File: config.mk
export PLATFORM = sky130hd
export DESIGN_NAME = fetch_stage
export DESIGN_NICKNAME = d
export VERILOG_FILES = /design/src/rtl/fetch_stage.sv
export SDC_FILE = /design/constraint.sdc
export NUM_CORES = 1
export LEC_CHECK = 0
export CORE_ASPECT_RATIO = 2
export CORE_MARGIN = 2
export CORE_UTILIZATION = 43
export CTS_BUF_LIST = sky130_fd_sc_hd__clkbuf_16
export DETAILED_ROUTE_END_ITERATION = 12
export PLACE_DENSITY = 0.81
export SYNTH_ARGS = -nofsm -noshare
export SYNTH_HDL_FRONTEND = slang
export SYNTH_SLANG_ARGS = --single-unit
File: constraint.sdc
create_clock -name clk -period 1.9 [get_ports clk]
set_input_delay 0.19 -clock clk [delete_from_list [all_inputs] [get_ports clk]]
set_output_delay 0.19 -clock clk [all_outputs]
set_load 0.01 [all_outputs]
File: src/rtl/fetch_stage.sv
// Instruction fetch stage: owns the PC, keeps one imem request in flight,
// and drives the IF/ID pipeline register toward decode.
module fetch_stage #(
  parameter logic [31:0] RESET_PC = 32'h0000_0000,
  parameter logic [31:0] NOP_INST = 32'h0000_0013
) (
  input  logic        clk,
  input  logic        rst,
  input  logic [5:0]  stall_i,
  input  logic        flush_i,
  input  logic [31:0] new_pc_i,
  output logic        imem_req_o,
  output logic [31:0] imem_addr_o,
  input  logic        imem_ready_i,
  input  logic        imem_rvalid_i,
  input  logic [31:0] imem_rdata_i,
  output logic [31:0] pc_o,
  output logic [31:0] id_pc_o,
  output logic [31:0] id_inst_o,
  output logic        id_valid_o
);

  typedef enum logic [1:0] {
    S_FETCH,
    S_WAIT,
    S_HELD
  } state_t;

  state_t      state_q, state_d;
  logic [31:0] pc_q, pc_d;
  logic        drop_q, drop_d;
  logic [31:0] req_pc_q;
  logic [31:0] hold_inst_q;
  logic        req;
  logic        accept;
  logic        deliver;
  logic        capture;
  logic [31:0] dlv_inst;

  logic        unused_stall;
  assign unused_stall = ^stall_i[5:3];

  assign imem_req_o  = req;
  assign imem_addr_o = pc_q;
  assign pc_o        = pc_q;
  assign accept      = req & imem_ready_i;

  // Request generation, next state, PC and drop bookkeeping
  always_comb begin
    state_d  = state_q;
    pc_d     = pc_q;
    drop_d   = drop_q;
    req      = 1'b0;
    deliver  = 1'b0;
    capture  = 1'b0;
    dlv_inst = imem_rdata_i;
    if (!rst && !flush_i) begin
      case (state_q)
        S_FETCH: req = ~stall_i[0];
        S_WAIT:  req = imem_rvalid_i & ~drop_q & ~stall_i[1];
        default: req = 1'b0;
      endcase
    end
    if (flush_i) begin
      pc_d    = new_pc_i;
      state_d = S_FETCH;
      drop_d  = (state_q == S_WAIT) & ~imem_rvalid_i;
    end else begin
      case (state_q)
        S_FETCH: begin
          // a stale response landing after a redirect is swallowed here
          if (drop_q && imem_rvalid_i) drop_d = 1'b0;
          if (accept) begin
            pc_d    = pc_q + 32'd4;
            state_d = S_WAIT;
          end
        end
        S_WAIT: begin
          if (imem_rvalid_i) begin
            if (drop_q) begin
              drop_d  = 1'b0;
              state_d = S_FETCH;
            end else if (stall_i[1]) begin
              capture = 1'b1;
              state_d = S_HELD;
            end else begin
              deliver = 1'b1;
              if (accept) begin
                pc_d    = pc_q + 32'd4;
                state_d = S_WAIT;
              end else begin
                state_d = S_FETCH;
              end
            end
          end
        end
        S_HELD: begin
          if (!stall_i[1]) begin
            deliver  = 1'b1;
            dlv_inst = hold_inst_q;
            state_d  = S_FETCH;
          end
        end
        default: state_d = S_FETCH;
      endcase
    end
  end

  // State, PC and drop registers
  always_ff @(posedge clk) begin
    if (rst) begin
      state_q <= S_FETCH;
      pc_q    <= RESET_PC;
      drop_q  <= 1'b0;
    end else begin
      state_q <= state_d;
      pc_q    <= pc_d;
      drop_q  <= drop_d;
    end
  end

  // PC of the in-flight request and the stalled-response buffer
  always_ff @(posedge clk) begin
    if (rst) begin
      req_pc_q    <= 32'd0;
      hold_inst_q <= NOP_INST;
    end else begin
      if (accept) req_pc_q <= pc_q;
      if (capture) hold_inst_q <= imem_rdata_i;
    end
  end

  // IF/ID pipeline register
  always_ff @(posedge clk) begin
    if (rst) begin
      id_valid_o <= 1'b0;
      id_inst_o  <= NOP_INST;
      id_pc_o    <= 32'd0;
    end else if (flush_i) begin
      id_valid_o <= 1'b0;
      id_inst_o  <= NOP_INST;
    end else if (stall_i[2]) begin
      id_valid_o <= id_valid_o;
    end else if (stall_i[1]) begin
      id_valid_o <= 1'b0;
      id_inst_o  <= NOP_INST;
    end else if (deliver) begin
      id_valid_o <= 1'b1;
      id_inst_o  <= dlv_inst;
      id_pc_o    <= req_pc_q;
    end else begin
      id_valid_o <= 1'b0;
      id_inst_o  <= NOP_INST;
    end
  end

endmodule

==> impl_summary.txt <==
----------------------------------------------------
[Power and ir drop]
  Share of power burned in the clock network ... roughly 45%
  Sw Ratio ... between 20% and 30%
  Power per Cell Area ... roughly 770 nW/um2
  Share of total power in sequential cells ... between 40% and 50%
  Sum of internal, switching and leakage power ... 7.854 mW
  Standby leakage power ... 3.574 nW
  Combinational share of power ... between 10 and 15%
  Peak VDD IR ... between 0.6 and 0.7 mV
  Internal power of the cells ... approximately 6 mW
  Net load switching power ... between 1.5 and 2 mW

[Global route]
  Met3 Resource Use GR ... under 10%
  Via count of the first global-routing pass ... 6,465
  Maximum number of pins on one net before global-route repair ... 74
  Aggregate global-route resource usage ... ~22%
  Routing usage on met1 ... between 20% and 30%
  Initial antenna violation count ... 0
  Total gr overflow ... 0
  Wire length of the first global-routing pass ... 30.24 mm
  Routing layer with the top usage in global route ... met2
  Met2 layer usage reported by global route ... between 30% and 40%

[Logic synthesis]
  Adder-cell area share of the yosys netlist ... less than 1%
  Yosys cell types ... 52
  Largest area contributor in the synthesized netlist ... sky130_fd_sc_hd__dfxtp_1
  List of most frequent post-synthesis cells ... sky130_fd_sc_hd__nand2_1, sky130_fd_sc_hd__dfxtp_1, sky130_fd_sc_hd__a21oi_1, sky130_fd_sc_hd__nor2_1, sky130_fd_sc_hd__clkbuf_1
  Compound-Gate Fraction of Synth Area ... 14.58%
  Simple-Gate Fraction of Synth Area ... ~22%
  Cell area after synthesis ... about 7000 um2
  Post-Synthesis Cells ... 876
  Biggest area contributors in the synthesized netlist ... sky130_fd_sc_hd__dfxtp_1, sky130_fd_sc_hd__nand2_1, sky130_fd_sc_hd__a21oi_1, sky130_fd_sc_hd__mux2i_1, sky130_fd_sc_hd__nor2_1
  Yosys top cell area share ... a little under half
  Post-Syn Area per Cell ... roughly 8.0 um2
  Post-synthesis mux area share ... ~5.6%
  Synth warnings ... 0
  Parity-gate share of the synthesized area counting xor and xnor cells ... 2.630%
  Dominant combinational cell family by area after synthesis ... simple AND/OR/NAND/NOR gates
  Syn Nets ... between 900 and 1k
  Number of synthesized register bits ... 164
  Most numerous cell in the Yosys netlist ... sky130_fd_sc_hd__nand2_1
  Commonest register cell after synthesis ... sky130_fd_sc_hd__dfxtp_1
  Sequential cell area fraction in the yosys report ... approximately 47%
  Async SR Flop Fraction ... 0%
  Number of flops mapped to enable cells by yosys ... 0

[STA]
  Final number of max-transition violations ... 0
  Setup-violating endpoint count in the final report ... 6
  Slew of the pin with the lowest slew margin ... about 0.77 ns
  Final Hold Violating Endpoints ... 0
  Headroom to the max-slew limit ... 48.81%
  Post-Route Hold Slack ... around 0.24 ns
  Final worst-path cycle share ... 105.4%
  Final min period ... between 2 and 2.5 ns
  Clock skew after layout ... roughly 0.0099 ns
  Final WS setup ... -0.1020 ns
  RSZ-0062 raised after global routing ... yes
  Achievable frequency ... around 500 MHz

[Routing]
  Via-per-instance ratio ... approximately 5.2
  Antenna violation net count after detailed routing ... 0
  Routed wire per std cell ... about 15 um
  Number of detailed-routing iterations run before antenna repair ... 5
  Vias post-DR ... between 6k and 7k
  Total Wirelength ... between 15 and 20 mm
  DRC errors left ... 0
  Number of violations reported at the end of detailed-routing iteration 0 ... 350

[Clocking]
  Clock-pin slew on the worst setup and hold paths ... ~0.060 ns
  Number of buffers inserted during clock tree synthesis ... 17
  Max H-tree Level ... 4
  CTS tree ... done
  Clock Sink Count ... 164
  Skew-Pair Late Insertion Delay ... roughly 0.42 ns
  Master cell of the clock root buffer ... sky130_fd_sc_hd__clkbuf_16
  Buffer levels on the longest clock path ... 2
  Post-CTS Hold Buffers ... 0

[Cells and area]
  Diode count ... 0
  Layout area overhead ... 46.00%
  Fin nets ... around 1.1k
  Fraction of final layout cells with drive strength greater than 1 ... 12.20%
  Fill cells ... between 1k and 1.5k

[Floorplan]
  Vertical extent of the die ... between 150 and 200 um
  Initial cell density of the core ... 43.43%
  Boundary Pins ... ~210
  Site row count ... 66
  Chip width ... between 90 and 100 um
  Placeable core area ... approximately 16,000 um2
  DIE AREA ... roughly 17,000 um2

[Worst setup path]
  Critical path endpoint category ... flip-flop
  Worst Path Arrival ... around 2.3 ns
  R2R depth ... 8
  Required time at the worst-slack endpoint ... about 2.2 ns
  Biggest cell delay along the critical path ... approximately 0.52 ns
  Category of the critical setup timing path ... reg2reg
  Max FO, Critical Path ... 3
  Worst R2R Setup Slack ... -0.10 ns
  Cell with the biggest individual delay on the critical path ... sky130_fd_sc_hd__or4_4
  Reg-to-reg critical path startpoint ... state_q[1]$_SDFFE_PP0P_
  Cells along the critical path ... inv_4, ha_4, nor3b_4, buf_6, o211ai_4, or4_4, xor2_1, a211oi_1
  Startpoint kind of the worst setup timing path ... flip-flop
  Terminus of the critical flop-to-flop path ... imem_addr_o[14]$_SDFFE_PP0P_

[Hold path]
  Type of the most critical hold path ... in2reg
  Capture endpoint of the worst hold path ... req_pc_q[27]$_SDFFE_PP0P_
  Depth of the worst hold-timing path ... 3
  Hold wc startpoint ... rst

[Flow run]
  Number of max-cap violations ... 0

[Place]
  Final RePlAce weighted congestion ... 0.8389
  IO buf count ... roughly 200
  Detailed Place HPWL ... approximately 13 mm

[Outcome]
  Outcome ... finished with violations
  Violations in the final reports ... negative setup slack

----------------------------------------------------
## state kept, by name, summed over array words and instances (netlist names)
signal,count
drop_q,1
state_q,2
id_pc_o,32
req_pc_q,32
id_valid_o,1
imem_addr_o,32
id_inst_o,32
hold_inst_q,32
## power by group through the flow
stage               Sequential [mW]  Clock (mW)  Combinational, mW
floorplan                      3.65           0              0.302
global placement               3.62           0              0.758
detailed placement             3.62           0              0.768
CTS                            3.54        3.57              0.774
global route                   3.55        3.71              0.848
finish                         3.54        3.51              0.798
## what timing repair did
action                                  in CTS  in global routing
pin swaps                                    6                  6
resized for setup                           13                 19
buffers inserted                             1                  1
endpoints found under the hold margin        0                  0
cloned                                       0                  2
endpoints found under the setup margin      15                 59
## worst max-delay path, delay by kind of cell (launching register included)
family / cells / cell delay [ns]
adders and majority gates: 1 / 0.17
and+or+nand+nor: 2 / 0.77
AOI/OAI and AO/OA: 2 / 0.29
buffers and inverters: 2 / 0.19
DFF: 1 / 0.35
xor gates and xnor gates: 1 / 0.15
## layer usage
metal | vias to the layer above | part of all wire (%)
li1 | 3281 | -
met1 | 3125 | 41
met2 | 298 | 48
met3 | 40 | 7.9
met4 | 0 | 2.3
met5 | - | 0
## cell type report
type	instances	area, um2	share of cell area [%]
clock buffers	17	425.4	4.167
clock inverters	15	181.4	1.777
inverters	11	46.29	0.4534
multi-input cells	610	3349	32.81
flip-flops and latches	164	3288	32.21
well taps	204	255.2	2.500
repair buffers	265	2664	26.09
## stage by stage
| stage | setup TNS, ns | area (um2) | std cells | setup WS [ns] | utilization (%) |
|---|---|---|---|---|---|
| CTS | -0.3454 | 10060 | 1283 | -0.1052 | 62.48 |
| detailed placement | -15.52 | 9410 | 1250 | -0.2641 | 58.44 |
| global route | -2.787 | 10210 | 1286 | -0.2055 | 63.40 |
| floorplan | -0.006304 | 7029 | 876 | -0.006304 | - |
| global placement | -9.245 | 9410 | 1250 | -0.2501 | 58.44 |
| finish | -0.2319 | 10210 | 1286 | -0.1020 | 63.40 |
## cells by family after synthesis
kind of cell    Yosys count
simple gates            365
xor+xnor                 21
buf+inv                 102
compound gates          181
mux                      39
flops                   164
fa+ha+maj                 4
## worst max path at each step
stage	startpoint	end	slack, ns	cells past startpoint
2_1_floorplan	state_q[1]$_SDFFE_PP0P_	imem_addr_o[14]$_SDFFE_PP0P_	-0.006	8
3_3_place_gp	imem_rvalid_i	imem_addr_o[14]$_SDFFE_PP0P_	-0.25	6
3_5_place_dp	imem_rvalid_i	imem_req_o	-0.26	6
4_1_cts	state_q[1]$_SDFFE_PP0P_	imem_addr_o[14]$_SDFFE_PP0P_	-0.11	8
5_1_grt	state_q[1]$_SDFFE_PP0P_	imem_addr_o[14]$_SDFFE_PP0P_	-0.21	8
6_report	state_q[1]$_SDFFE_PP0P_	imem_addr_o[14]$_SDFFE_PP0P_	-0.10	8
## cells in the final DEF, fill, tap and decap left out, types with 10 or more instances in the layout
master / Yosys / layout
sky130_fd_sc_hd__mux2i_1: 36 / 36
sky130_fd_sc_hd__clkdlybuf4s50_1: 0 / 199
sky130_fd_sc_hd__a211oi_1: 16 / 15
sky130_fd_sc_hd__nand4_1: 11 / 11
sky130_fd_sc_hd__dfxtp_1: 164 / 162
sky130_fd_sc_hd__nand3_1: 12 / 11
sky130_fd_sc_hd__clkbuf_16: 0 / 19
sky130_fd_sc_hd__nand2_1: 213 / 212
sky130_fd_sc_hd__xor2_1: 13 / 13
sky130_fd_sc_hd__buf_12: 0 / 10
sky130_fd_sc_hd__nor2_1: 90 / 88
sky130_fd_sc_hd__a21oi_1: 131 / 129
sky130_fd_sc_hd__buf_4: 33 / 48
Power figures use the tool's default switching activity.
